## src/rtl/tube_host_master.sv

```systemverilog
// rtl/tube_host_master.sv - host-side bus master generating phi2 cycles for a tube chip
//
// Turns single host register accesses into one full h_phi2 cycle on a
// 6502-style bus and sequences tube resets.
//
// Ports:
//   clock, reset_b          sole clock, asynchronous active-low reset
//   req_valid/req_ready     host access handshake; req_rnw/req_addr/req_wdata payload
//   host_rst_req            single-clock pulse asking for a tube reset
//   rsp_valid/rsp_rdata     one-clock completion pulse with read data
//   irq                     synchronised, inverted h_irq_b
//   h_phi2                  generated bus clock (low PHI2_LOW, high PHI2_HIGH clocks)
//   h_addr/h_cs_b/h_rdnw    bus address, chip select (active low), read/not-write
//   h_data_out/h_data_oe    write data and its output enable
//   h_data_in               bus data from the tube
//   h_rst_b                 tube reset, active low
//   h_irq_b                 tube interrupt, active low, asynchronous

module tube_host_master #(
    parameter int PHI2_LOW   = 12,
    parameter int PHI2_HIGH  = 12,
    parameter int RST_CYCLES = 4
) (
    input  logic       clock,
    input  logic       reset_b,
    input  logic       req_valid,
    output logic       req_ready,
    input  logic       req_rnw,
    input  logic [2:0] req_addr,
    input  logic [7:0] req_wdata,
    input  logic       host_rst_req,
    output logic       rsp_valid,
    output logic [7:0] rsp_rdata,
    output logic       irq,
    output logic       h_phi2,
    output logic [2:0] h_addr,
    output logic       h_cs_b,
    output logic       h_rdnw,
    output logic [7:0] h_data_out,
    output logic       h_data_oe,
    input  logic [7:0] h_data_in,
    output logic       h_rst_b,
    input  logic       h_irq_b
);

    localparam int         P       = PHI2_LOW + PHI2_HIGH;
    localparam logic [7:0] C_LAST  = 8'(P - 1);
    localparam logic [7:0] C_LOW   = 8'(PHI2_LOW);
    localparam logic [7:0] C_RLAST = 8'(RST_CYCLES - 1);

    typedef enum logic [1:0] {
        S_IDLE,
        S_PEND,
        S_ACTIVE,
        S_RESET
    } state_t;

    state_t     r_state;
    state_t     w_state_nx;
    logic       w_enter_rst;

    logic [7:0] r_cnt;
    logic [7:0] w_cnt_nx;
    logic       w_wrap;
    logic       w_accept;

    logic       r_phi2;
    logic [2:0] r_h_addr;
    logic       r_h_cs_b;
    logic       r_h_rdnw;
    logic       r_h_oe;
    logic       r_h_rst_b;
    logic       r_rsp_valid;
    logic [7:0] r_rsp_rdata;

    logic       r_req_rnw;
    logic [2:0] r_req_addr;
    logic [7:0] r_req_wdata;

    logic       r_rst_pend;
    logic [7:0] r_rcyc;
    logic       r_irq_s1;
    logic       r_irq_s2;

    // w_wrap marks the clock whose edge brings the counter back to 0;
    // every bus-cycle boundary decision is taken on that edge.
    assign w_wrap   = (r_cnt == C_LAST);
    assign w_cnt_nx = w_wrap ? 8'd0 : r_cnt + 8'd1;

    // A queued tube reset also blocks new requests, so nothing is accepted
    // only to be thrown away at the next boundary.
    assign req_ready = (r_state == S_IDLE) && r_h_rst_b && !host_rst_req && !r_rst_pend;
    assign w_accept  = req_valid && req_ready;

    always_comb begin
        w_state_nx  = r_state;
        w_enter_rst = 1'b0;
        case (r_state)
            S_IDLE: begin
                if (w_wrap && r_rst_pend) begin
                    w_state_nx  = S_RESET;
                    w_enter_rst = 1'b1;
                end else if (w_accept) begin
                    w_state_nx = S_PEND;
                end
            end
            S_PEND: begin
                if (w_wrap) begin
                    if (r_rst_pend) begin
                        w_state_nx  = S_RESET;
                        w_enter_rst = 1'b1;
                    end else begin
                        w_state_nx = S_ACTIVE;
                    end
                end
            end
            S_ACTIVE: begin
                if (w_wrap) begin
                    w_state_nx = S_IDLE;
                end
            end
            S_RESET: begin
                if (w_wrap && (r_rcyc == C_RLAST)) begin
                    w_state_nx = S_IDLE;
                end
            end
            default: w_state_nx = S_RESET;
        endcase
    end

    always_ff @(posedge clock or negedge reset_b) begin
        if (!reset_b) begin
            r_state <= S_RESET;
        end else begin
            r_state <= w_state_nx;
        end
    end

    always_ff @(posedge clock or negedge reset_b) begin
        if (!reset_b) begin
            r_cnt       <= 8'd0;
            r_phi2      <= 1'b0;
            r_h_addr    <= 3'd0;
            r_h_cs_b    <= 1'b1;
            r_h_rdnw    <= 1'b1;
            r_h_oe      <= 1'b0;
            r_h_rst_b   <= 1'b0;
            r_rsp_valid <= 1'b0;
            r_rsp_rdata <= 8'd0;
            r_req_rnw   <= 1'b1;
            r_req_addr  <= 3'd0;
            r_req_wdata <= 8'd0;
            r_rst_pend  <= 1'b0;
            r_rcyc      <= 8'd0;
        end else begin
            r_cnt  <= w_cnt_nx;
            // Registered from the next count so h_phi2 lines up with the counter value.
            r_phi2 <= (w_cnt_nx >= C_LOW);

            if (w_accept) begin
                r_req_rnw   <= req_rnw;
                r_req_addr  <= req_addr;
                r_req_wdata <= req_wdata;
            end

            r_h_cs_b <= (w_state_nx != S_ACTIVE);
            if ((r_state == S_PEND) && (w_state_nx == S_ACTIVE)) begin
                r_h_addr <= r_req_addr;
                r_h_rdnw <= r_req_rnw;
            end else if (w_state_nx != S_ACTIVE) begin
                r_h_rdnw <= 1'b1;
            end

            // Drive data only during the high half of the access cycle.
            r_h_oe <= (w_state_nx == S_ACTIVE) && !r_req_rnw && (w_cnt_nx >= C_LOW);

            r_rsp_valid <= (r_state == S_ACTIVE) && w_wrap;
            if ((r_state == S_ACTIVE) && w_wrap) begin
                r_rsp_rdata <= r_req_rnw ? h_data_in : 8'h00;
            end

            if (w_enter_rst) begin
                r_rst_pend <= 1'b0;
            end else if (host_rst_req) begin
                r_rst_pend <= 1'b1;
            end

            if (w_enter_rst) begin
                r_rcyc <= 8'd0;
            end else if ((r_state == S_RESET) && w_wrap) begin
                r_rcyc <= r_rcyc + 8'd1;
            end

            r_h_rst_b <= (w_state_nx != S_RESET);
        end
    end

    // Flops reset to the deasserted level so irq reads 0 during reset.
    always_ff @(posedge clock or negedge reset_b) begin
        if (!reset_b) begin
            r_irq_s1 <= 1'b1;
            r_irq_s2 <= 1'b1;
        end else begin
            r_irq_s1 <= h_irq_b;
            r_irq_s2 <= r_irq_s1;
        end
    end

    assign irq        = ~r_irq_s2;
    assign h_phi2     = r_phi2;
    assign h_addr     = r_h_addr;
    assign h_cs_b     = r_h_cs_b;
    assign h_rdnw     = r_h_rdnw;
    assign h_data_out = r_req_wdata;
    assign h_data_oe  = r_h_oe;
    assign h_rst_b    = r_h_rst_b;
    assign rsp_valid  = r_rsp_valid;
    assign rsp_rdata  = r_rsp_rdata;

endmodule

```

## config.mk

```make
export PLATFORM = sky130hd
export DESIGN_NAME = tube_host_master
export DESIGN_NICKNAME = d
export VERILOG_FILES = /design/src/rtl/tube_host_master.sv
export SDC_FILE = /design/constraint.sdc
export NUM_CORES = 1
export LEC_CHECK = 0
export CAP_MARGIN = 20
export CORE_UTILIZATION = 30
export CTS_BUF_LIST = sky130_fd_sc_hd__clkbuf_16
export DETAILED_ROUTE_END_ITERATION = 6
export SLEW_MARGIN = 0
export SYNTH_ARGS = -nofsm -noshare
export SYNTH_HDL_FRONTEND = slang
export SYNTH_SLANG_ARGS = --single-unit
```

## constraint.sdc

```tcl
create_clock -name clock -period 4.7 [get_ports clock]
set_clock_uncertainty 0.05 [all_clocks]
set_input_delay 0.705 -clock clock [delete_from_list [all_inputs] [get_ports clock]]
set_output_delay 0.705 -clock clock [all_outputs]
set_load 0.01 [all_outputs]
```

# Word level (Yosys, flattened, before mapping)
# Cells that the tools add are included.
# word_totals
ff_bits,50
in_bits,25
output_inout_bits,27
elab_cells,66
# op_classes
add_sub_neg,2
n_lt_le_gt_ge,1
eq_ne,8
mux,19
n_bitwise,1
reduce_logical,18
# op_table
cell,n
8-bit two-way mux,4
"8-bit by 1-bit adder with 8-bit output, second input constant",2
1-bit logical AND,11
2-bit two-way mux,5
"8-bit by 2-bit == test with 1-bit output, second input constant",1
"8-bit by 5-bit == test with 1-bit output, second input constant",1
"8-bit by 4-bit greater-or-equal comparator with 1-bit output, second input constant",1
1-bit two-way mux,8
2-bit one-hot mux with 4 select lines,1
"2-bit == test, second input constant",3
2-bit nonzero test,3
"2-bit inequality test, second input constant",2
1-bit zero test,3
"2-bit by 1-bit == test with 1-bit output, second input constant",1
2-bit zero test,1
1-bit one-hot mux with 2 select lines,1
1-bit NOT,1

# Depth between registers and ports, before layout
# Gate-level depths: netlist (run 1).
# depth
ltp_word,11
mapped_depth,7
ltp_nobuf,5

# Least setup slack after synthesis (run 1)
# Ideal clock, no wire load.
# synth_path
kind,reg2reg
from,register r_cnt[5]
to,register r_rcyc[6]
setup_time_ns,0.125
arrival_ns,1.696
required_time_ns,4.525
path_slack_ns,2.829
stages_incl_launch_ff,7
n_path_buf,2
synth_period_minus_slack_ns,1.871
cell_sequence,dfrtp_1 buf_6 or4b_4 nor3_2 buf_6 nor2_1 mux2_4
# synth_via
elab_chain_cells,5
elab_cells_between_ends,8
classes_between,eq/ne (1); mux (4); reduce/logical (3)
# synth_lines
item,line,source
start: declaration,62,logic [7:0] r_cnt;
start signal: assignment,156,r_cnt <= w_cnt_nx;
8-bit by 5-bit == test with 1-bit output (*),87,assign w_wrap = (r_cnt == C_LAST);
1-bit logical AND,100,if (w_wrap && r_rst_pend) begin
1-bit two-way mux,100,
1-bit one-hot mux with 2 select lines,98,case (r_state)
8-bit two-way mux / 2-bit nonzero test (equally long branches),-,
end signal: assignment,191,r_rcyc <= r_rcyc + 8'd1;
end: declaration,81,logic [7:0] r_rcyc;
# Every way passes the cells marked *; elsewhere a longest branch is shown, timed or not.
# A chain may end at the register's enable or synchronous reset.

# Worst setup path in the final report (run 1)
# layout_path
from,input host_rst_req
to,output req_ready
# layout_via
elab_chain_cells,3
# layout_lines
item,line,source
start: declaration,31,"input logic host_rst_req,"
1-bit zero test,92,assign req_ready = (r_state == S_IDLE) && r_h_rst_b && !host_rst_req && !r_rst_pend;
1-bit logical AND (2 in a row),92,
end: declaration,27,"output logic req_ready,"
# No other way between the ends.

==> run_summary.xml, run 1 <==
<?xml version="1.0" encoding="UTF-8"?>
<metrics>
  <group name="status">
    <metric name="status" unit="">finished clean</metric>
  </group>
  <group name="sta">
    <metric name="finalSetupViolations" unit="">0</metric>
    <metric name="final.setup.tns" unit="ns">0</metric>
    <metric name="slew_headroom" unit="%">58.5</metric>
    <metric name="report.final.hold_viol_count" unit="">0</metric>
    <metric name="finalCriticalPeriod" unit="ns">2.78</metric>
    <metric name="timing.hold.ws" unit="ns">0.309</metric>
    <metric name="layout_worst_path_cycle_share" unit="%">59.2</metric>
    <metric name="rsz0062_at_grt" unit="">no</metric>
    <metric name="final.setup.worst_slack" unit="ns">1.92</metric>
    <metric name="slew_viol_final" unit="">0</metric>
    <metric name="timing_worst_slew_pin_value" unit="ns">0.622</metric>
    <metric name="max_freq" unit="MHz">359</metric>
  </group>
  <group name="global_routing">
    <metric name="grt_pass1_vias" unit="">1512</metric>
    <metric name="grtUsageTotal" unit="%">11.4</metric>
    <metric name="grt_pass1_wl" unit="mm">6.94</metric>
    <metric name="grt_antenna_before_repair" unit="">0</metric>
    <metric name="grt.overflow.total" unit="">0</metric>
    <metric name="maximum_number_of_pins_on_one_net_before_global_route_repair" unit="">51</metric>
  </group>
  <group name="placement">
    <metric name="gp_weighted_congestion" unit="">0.762</metric>
    <metric name="hpwlAfterDp" unit="mm">3.05</metric>
    <metric name="dpl_worst_slack" unit="ns">1.90</metric>
    <metric name="io_buffers" unit="">51</metric>
  </group>
  <group name="flow_run">
    <metric name="number_of_violations_of_the_max_capacitance_limit" unit="">0</metric>
  </group>
  <group name="clocking">
    <metric name="cts_tree" unit="">yes</metric>
    <metric name="cts-root-to-sink-buffers" unit="">2</metric>
    <metric name="post_cts_buffers" unit="">0</metric>
    <metric name="ctsRootBufferMaster" unit="">sky130_fd_sc_hd__clkbuf_16</metric>
    <metric name="cts-buffers-inserted" unit="">5</metric>
    <metric name="cts_hold_buffers" unit="">0</metric>
    <metric name="clkLatencyLatePin" unit="ns">0.29</metric>
    <metric name="clk_pin_slew_worst_paths" unit="ns">0.07</metric>
    <metric name="tritoncts_num_sinks" unit="">50</metric>
    <metric name="post_cts_resize_count" unit="">0</metric>
    <metric name="htree_num_levels" unit="">2</metric>
  </group>
  <group name="synth">
    <metric name="post_syn_nets" unit="">229</metric>
    <metric name="yosys-top-cells-area" unit="">sky130_fd_sc_hd__dfrtp_1 (48%), sky130_fd_sc_hd__dfstp_2 (8.1%), sky130_fd_sc_hd__mux2_2 (8.0%), sky130_fd_sc_hd__nand2_1 (4.5%), sky130_fd_sc_hd__o21ai_0 (2.9%)</metric>
    <metric name="post_synth_num_cell_types" unit="">48</metric>
    <metric name="synth-edff-count" unit="">0</metric>
    <metric name="yosysTopAreaCell" unit="">sky130_fd_sc_hd__dfrtp_1</metric>
    <metric name="synthCells" unit="">201</metric>
    <metric name="synth.ff_latch_count" unit="">50</metric>
    <metric name="synth_top_flop_cell" unit="">sky130_fd_sc_hd__dfrtp_1</metric>
    <metric name="synthesis.yosys.warnings" unit="">0</metric>
    <metric name="syn-mean-instance-area" unit="sq um">11.3</metric>
    <metric name="post_synth_most_frequent_cells" unit="">sky130_fd_sc_hd__dfrtp_1 (43), sky130_fd_sc_hd__nand2_1 (27), sky130_fd_sc_hd__mux2_2 (16)</metric>
    <metric name="synthArstFlopShare" unit="%">100</metric>
    <metric name="synth_seq_area_share" unit="%">55.7</metric>
    <metric name="synth_area" unit="sq um">2260</metric>
    <metric name="area_fraction_of_the_dominant_cell_type_after_synthesis" unit="%">47.5</metric>
    <metric name="synth.most_common_cell" unit="">sky130_fd_sc_hd__dfrtp_1</metric>
  </group>
  <group name="routing">
    <metric name="drc" unit="">0</metric>
    <metric name="avgViaCountPerCell" unit="">4.65</metric>
    <metric name="routed_via_count" unit="">1637</metric>
    <metric name="drt-wirelength-per-cell" unit="microns">12.3</metric>
    <metric name="drt-initial-drc-count" unit="">85</metric>
    <metric name="ant_nets" unit="">0</metric>
    <metric name="drt-pass1-iter-count" unit="">4</metric>
    <metric name="totalWireLength" unit="mm">4.33</metric>
  </group>
  <group name="floorplan">
    <metric name="row_cnt" unit="">31</metric>
    <metric name="floorplan.initialDensity" unit="%">31.0</metric>
    <metric name="core-area" unit="sq um">7290</metric>
    <metric name="die_height" unit="microns">88.9</metric>
    <metric name="dieArea" unit="sq um">7900</metric>
    <metric name="top_level_pins" unit="">52</metric>
    <metric name="chipWidth" unit="microns">88.9</metric>
  </group>
  <group name="pwr">
    <metric name="powerDensity" unit="nW/um^2">362</metric>
    <metric name="static-leakage-power" unit="nW">1.32</metric>
    <metric name="ir_drop" unit="uV">165</metric>
    <metric name="finalPower" unit="mW">1.08</metric>
  </group>
  <group name="setup_path">
    <metric name="setup.worst_path.end_class" unit="">primary output</metric>
    <metric name="worst-path-max-fanout" unit="">2</metric>
    <metric name="worst-setup-path-type" unit="">in2out</metric>
    <metric name="register_to_register_setup_slack" unit="ns">2.39</metric>
    <metric name="critPathMostFrequentCell" unit="">sky130_fd_sc_hd__clkdlybuf4s50_1</metric>
    <metric name="arrival" unit="ns">2.03</metric>
    <metric name="worst-endpoint-required" unit="ns">3.94</metric>
    <metric name="slowest_delay" unit="ns">0.54</metric>
    <metric name="cpMaxStageDelayCell" unit="">sky130_fd_sc_hd__clkdlybuf4s50_1</metric>
    <metric name="worstSetupStartpointType" unit="">primary input</metric>
    <metric name="worstPathCellList" unit="">clkdlybuf4s50_1 &gt; nor2_1 &gt; and3_1 &gt; clkdlybuf4s50_1</metric>
  </group>
  <group name="cells_and_area">
    <metric name="filler_cell_count" unit="">755</metric>
    <metric name="fin_util" unit="%">41.0</metric>
    <metric name="area.growth.synth_to_final" unit="%">32.0</metric>
    <metric name="finalNetCount" unit="">280</metric>
    <metric name="post_route_cells_drive_above_1_share" unit="%">16.2</metric>
    <metric name="antenna-diode-count" unit="">0</metric>
  </group>
  <group name="hold_path">
    <metric name="hp-class" unit="">reg2reg</metric>
  </group>
</metrics>
## stage by stage
stage / instances / area [sq um]
6_report: 352 / 2990
5_1_grt: 352 / 2990
4_1_cts: 352 / 2990
3_5_place_dp: 344 / 2840
3_3_place_gp: 344 / 2840
2_1_floorplan: 201 / 2260
## final cells by class
type	count	area, sq um	area share [%]
inverter	6	22.5	0.754
sequential	50	1260	42.2
multi-input combinational	137	923	30.9
tap	99	124	4.15
clock buffer	5	125	4.19
clock inverter	3	18.8	0.628
timing repair buffer	52	513	17.2
## cell families after synthesis
kind of cell    Yosys count  share of synthesized area (%)
compound gates           27                           7.57
xor+xnor                  7                           2.71
fa+ha+maj                 3                           1.66
buf+inv                  14                           3.54
flops                    50                           55.7
mux                      19                           9.73
simple gates             81                           19.1
## final timing paths
kind | start | endpoint | cells past startpoint
max reg2reg | r_cnt[5] | r_rcyc[6] | 4
max in group asynchronous | reset_b | h_addr[2] | 2
min reg2reg | r_irq_s1 | r_irq_s2 | 0
max | host_rst_req | req_ready | 4
min | r_irq_s1 | r_irq_s2 | 0
min in group asynchronous | reset_b | r_rcyc[6] | 2
## power breakdown
group	switching [mW]	internal [mW]	total, mW
Clock	0.152	0.195	0.347
Sequential	0.0382	0.489	0.527
Combinational	0.0893	0.118	0.207
Total	0.280	0.802	1.08
## layer usage
layer	share of wire (%)	global-route usage (%)	vias to the layer above
met1	47	15.1	796
met3	4.4	2.80	6
met2	48	18.5	33
met4	0.90	3.52	0
met5	0	0	-
li1	-	-	802
## flip-flops by register name, summed over array words and instances (netlist names), 2 cells and up
| register | count |
|---|---|
| h_addr | 3 |
| h_data_out | 8 |
| r_cnt | 8 |
| r_rcyc | 8 |
| r_req_addr | 3 |
| r_state | 2 |
| rsp_rdata | 8 |
## placed cells by master, fill, tap and decap left out, drive strengths merged, types with 4 or more instances in the layout
cell / n
inv: 7
nor2b: 4
nand4: 4
nor2: 15
o21ai: 13
nand2: 27
dfstp: 7
nor3: 5
dfrtp: 43
clkbuf: 5
mux2: 18
nand3: 6
clkdlybuf4s50: 50
xnor2: 4
## worst max-delay path: cells and delay by family
kind	cells	cell delay, ns
buffers and inverters	2	0.95
and+or+nand+nor	2	0.37
No activity file was read; power rests on OpenSTA's default activity.
==> inputs of run 2 (changes only) <==
- clock period: 4.7 -> 2.3 ns (I/O delays scaled with it)
==> run_summary.xml, run 2 (synthesized netlist as in run 1, its figures left out) <==
<?xml version="1.0" encoding="UTF-8"?>
<metrics>
  <group name="setup_path">
    <metric name="arrival" unit="ns">1.66</metric>
    <metric name="worst-setup-path-type" unit="">in2out</metric>
    <metric name="critical_path_launch_point" unit="">host_rst_req</metric>
    <metric name="setup.worst_path.end_class" unit="">primary output</metric>
    <metric name="worstSetupStartpointType" unit="">primary input</metric>
    <metric name="worstRegToRegCells" unit="">5</metric>
    <metric name="register_to_register_setup_slack" unit="ns">0.27</metric>
    <metric name="worst-endpoint-required" unit="ns">1.90</metric>
    <metric name="worst-path-max-fanout" unit="">2</metric>
    <metric name="endpoint_of_the_worst_slack_reg_to_reg_timing_path" unit="">r_rcyc[6]</metric>
    <metric name="worst_r2r_startpoint" unit="">r_cnt[6]</metric>
  </group>
  <group name="hold_path">
    <metric name="hp-class" unit="">reg2reg</metric>
    <metric name="hold-path-cell-count" unit="">0</metric>
    <metric name="hp-start" unit="">r_irq_s1</metric>
    <metric name="hold-path-endpoint" unit="">r_irq_s2</metric>
  </group>
  <group name="global_routing">
    <metric name="grt_pass1_vias" unit="">1586</metric>
    <metric name="maximum_number_of_pins_on_one_net_before_global_route_repair" unit="">24</metric>
    <metric name="grt_pass1_wl" unit="mm">7.36</metric>
    <metric name="grtUsageTotal" unit="%">12.3</metric>
    <metric name="grt_antenna_before_repair" unit="">0</metric>
    <metric name="grt.overflow.total" unit="">0</metric>
  </group>
  <group name="placement">
    <metric name="gp_weighted_congestion" unit="">0.761</metric>
    <metric name="io_buffers" unit="">51</metric>
    <metric name="hpwlAfterDp" unit="mm">3.42</metric>
    <metric name="place_area" unit="sq um">2920</metric>
  </group>
  <group name="routing">
    <metric name="routed_via_count" unit="">1632</metric>
    <metric name="ant_nets" unit="">0</metric>
    <metric name="avgViaCountPerCell" unit="">4.50</metric>
    <metric name="drt-pass1-iter-count" unit="">4</metric>
    <metric name="drt-initial-drc-count" unit="">62</metric>
    <metric name="drt-wirelength-per-cell" unit="microns">12.3</metric>
    <metric name="totalWireLength" unit="mm">4.47</metric>
    <metric name="drc" unit="">0</metric>
  </group>
  <group name="cells_and_area">
    <metric name="final_common_cell" unit="">sky130_fd_sc_hd__clkdlybuf4s50_1</metric>
    <metric name="post_route_cells_drive_above_1_share" unit="%">19.7</metric>
    <metric name="finalNetCount" unit="">291</metric>
    <metric name="most-common-layout-cells" unit="">sky130_fd_sc_hd__clkdlybuf4s50_1 (50), sky130_fd_sc_hd__dfrtp_1 (43), sky130_fd_sc_hd__nand2_1 (27)</metric>
    <metric name="layout_cell_area_excl_fill" unit="sq um">3070</metric>
    <metric name="area.growth.synth_to_final" unit="%">35.8</metric>
    <metric name="antenna-diode-count" unit="">0</metric>
  </group>
  <group name="clocking">
    <metric name="ctsRootBufferMaster" unit="">sky130_fd_sc_hd__clkbuf_16</metric>
    <metric name="clk_pin_slew_worst_paths" unit="ns">0.07</metric>
    <metric name="tritoncts_num_sinks" unit="">50</metric>
    <metric name="post_cts_buffers" unit="">0</metric>
    <metric name="cts-buffers-inserted" unit="">5</metric>
    <metric name="cts_tree" unit="">yes</metric>
    <metric name="cts-root-to-sink-buffers" unit="">2</metric>
    <metric name="clkLatencyLatePin" unit="ns">0.29</metric>
    <metric name="htree_num_levels" unit="">2</metric>
  </group>
  <group name="sta">
    <metric name="slew_headroom" unit="%">65.4</metric>
    <metric name="max_freq" unit="MHz">487</metric>
    <metric name="finalCriticalPeriod" unit="ns">2.05</metric>
    <metric name="layout_worst_path_cycle_share" unit="%">89.3</metric>
    <metric name="slew_viol_final" unit="">0</metric>
    <metric name="final.setup.tns" unit="ns">0</metric>
    <metric name="finalSetupViolations" unit="">0</metric>
    <metric name="rsz0062_at_grt" unit="">no</metric>
    <metric name="timing_worst_slew_pin_value" unit="ns">0.518</metric>
    <metric name="report.final.hold_viol_count" unit="">0</metric>
  </group>
  <group name="pwr">
    <metric name="static-leakage-power" unit="nW">1.38</metric>
    <metric name="powerDensity" unit="nW/um^2">723</metric>
    <metric name="ir_drop" unit="uV">372</metric>
  </group>
  <group name="floorplan">
    <metric name="die_height" unit="microns">88.9</metric>
    <metric name="row_cnt" unit="">31</metric>
    <metric name="core-area" unit="sq um">7290</metric>
    <metric name="floorplan.initialDensity" unit="%">31.0</metric>
    <metric name="dieArea" unit="sq um">7900</metric>
    <metric name="chipWidth" unit="microns">88.9</metric>
    <metric name="top_level_pins" unit="">52</metric>
  </group>
  <group name="status">
    <metric name="status" unit="">finished clean</metric>
  </group>
  <group name="flow_run">
    <metric name="number_of_violations_of_the_max_capacitance_limit" unit="">0</metric>
  </group>
</metrics>
## run 2: where the power goes
part           internal [mW]  switching [mW]
Sequential             0.999          0.0795
Combinational          0.243           0.185
Clock                  0.403           0.315
## run 2: layout make-up
cell class | instances | area, sq um
clock buffer | 5 | 125
sequential | 50 | 1260
tap | 99 | 124
inverter | 6 | 22.5
clock inverter | 3 | 21.3
multi-input combinational | 137 | 923
fill | 731 | 4220
timing repair buffer | 63 | 598
## run 2: worst max path at each step
stage	cells past startpoint	slack (ns)	endpoint
floorplan	6	0.43	r_rcyc[6]
global placement	5	0.23	r_req_addr[2]
detailed placement	5	0.20	h_data_out[0]
CTS	4	0.22	req_ready
global route	5	0.10	h_data_oe
finish	4	0.25	req_ready
## run 2: metrics by stage
stage	std cells	total power, mW	setup WS (ns)	hold slack, ns	util (%)
after floorplan	201	1.28	0.429	-0.000591	-
after CTS	363	2.26	0.219	0.311	42.2
after global routing	363	2.35	0.103	0.311	42.2
after global placement	354	1.52	0.231	0.220	40.0
final	363	2.22	0.246	0.308	42.2
after detailed placement	354	1.53	0.195	0.217	40.0
## run 2: worst max-delay path, stage by stage
cell and delay (ns):
sky130_fd_sc_hd__clkdlybuf4s50_1 0.41, sky130_fd_sc_hd__nor2_1 0.15, sky130_fd_sc_hd__and3_1 0.21, sky130_fd_sc_hd__clkdlybuf4s50_1 0.54
## run 2: repair_timing
action	in CTS	in global routing
endpoints found under the hold margin	10	0
resized for setup	0	0
hold buffers	1	0
## run 2: per-layer routing
layer / GRT usage (%) / share of wire [%] / vias up
met5: 0 / 0 / -
met4: 4.40 / 1.2 / 0
met3: 3.08 / 5.1 / 7
met2: 19.3 / 48 / 40
met1: 16.6 / 46 / 764
li1: - / - / 821
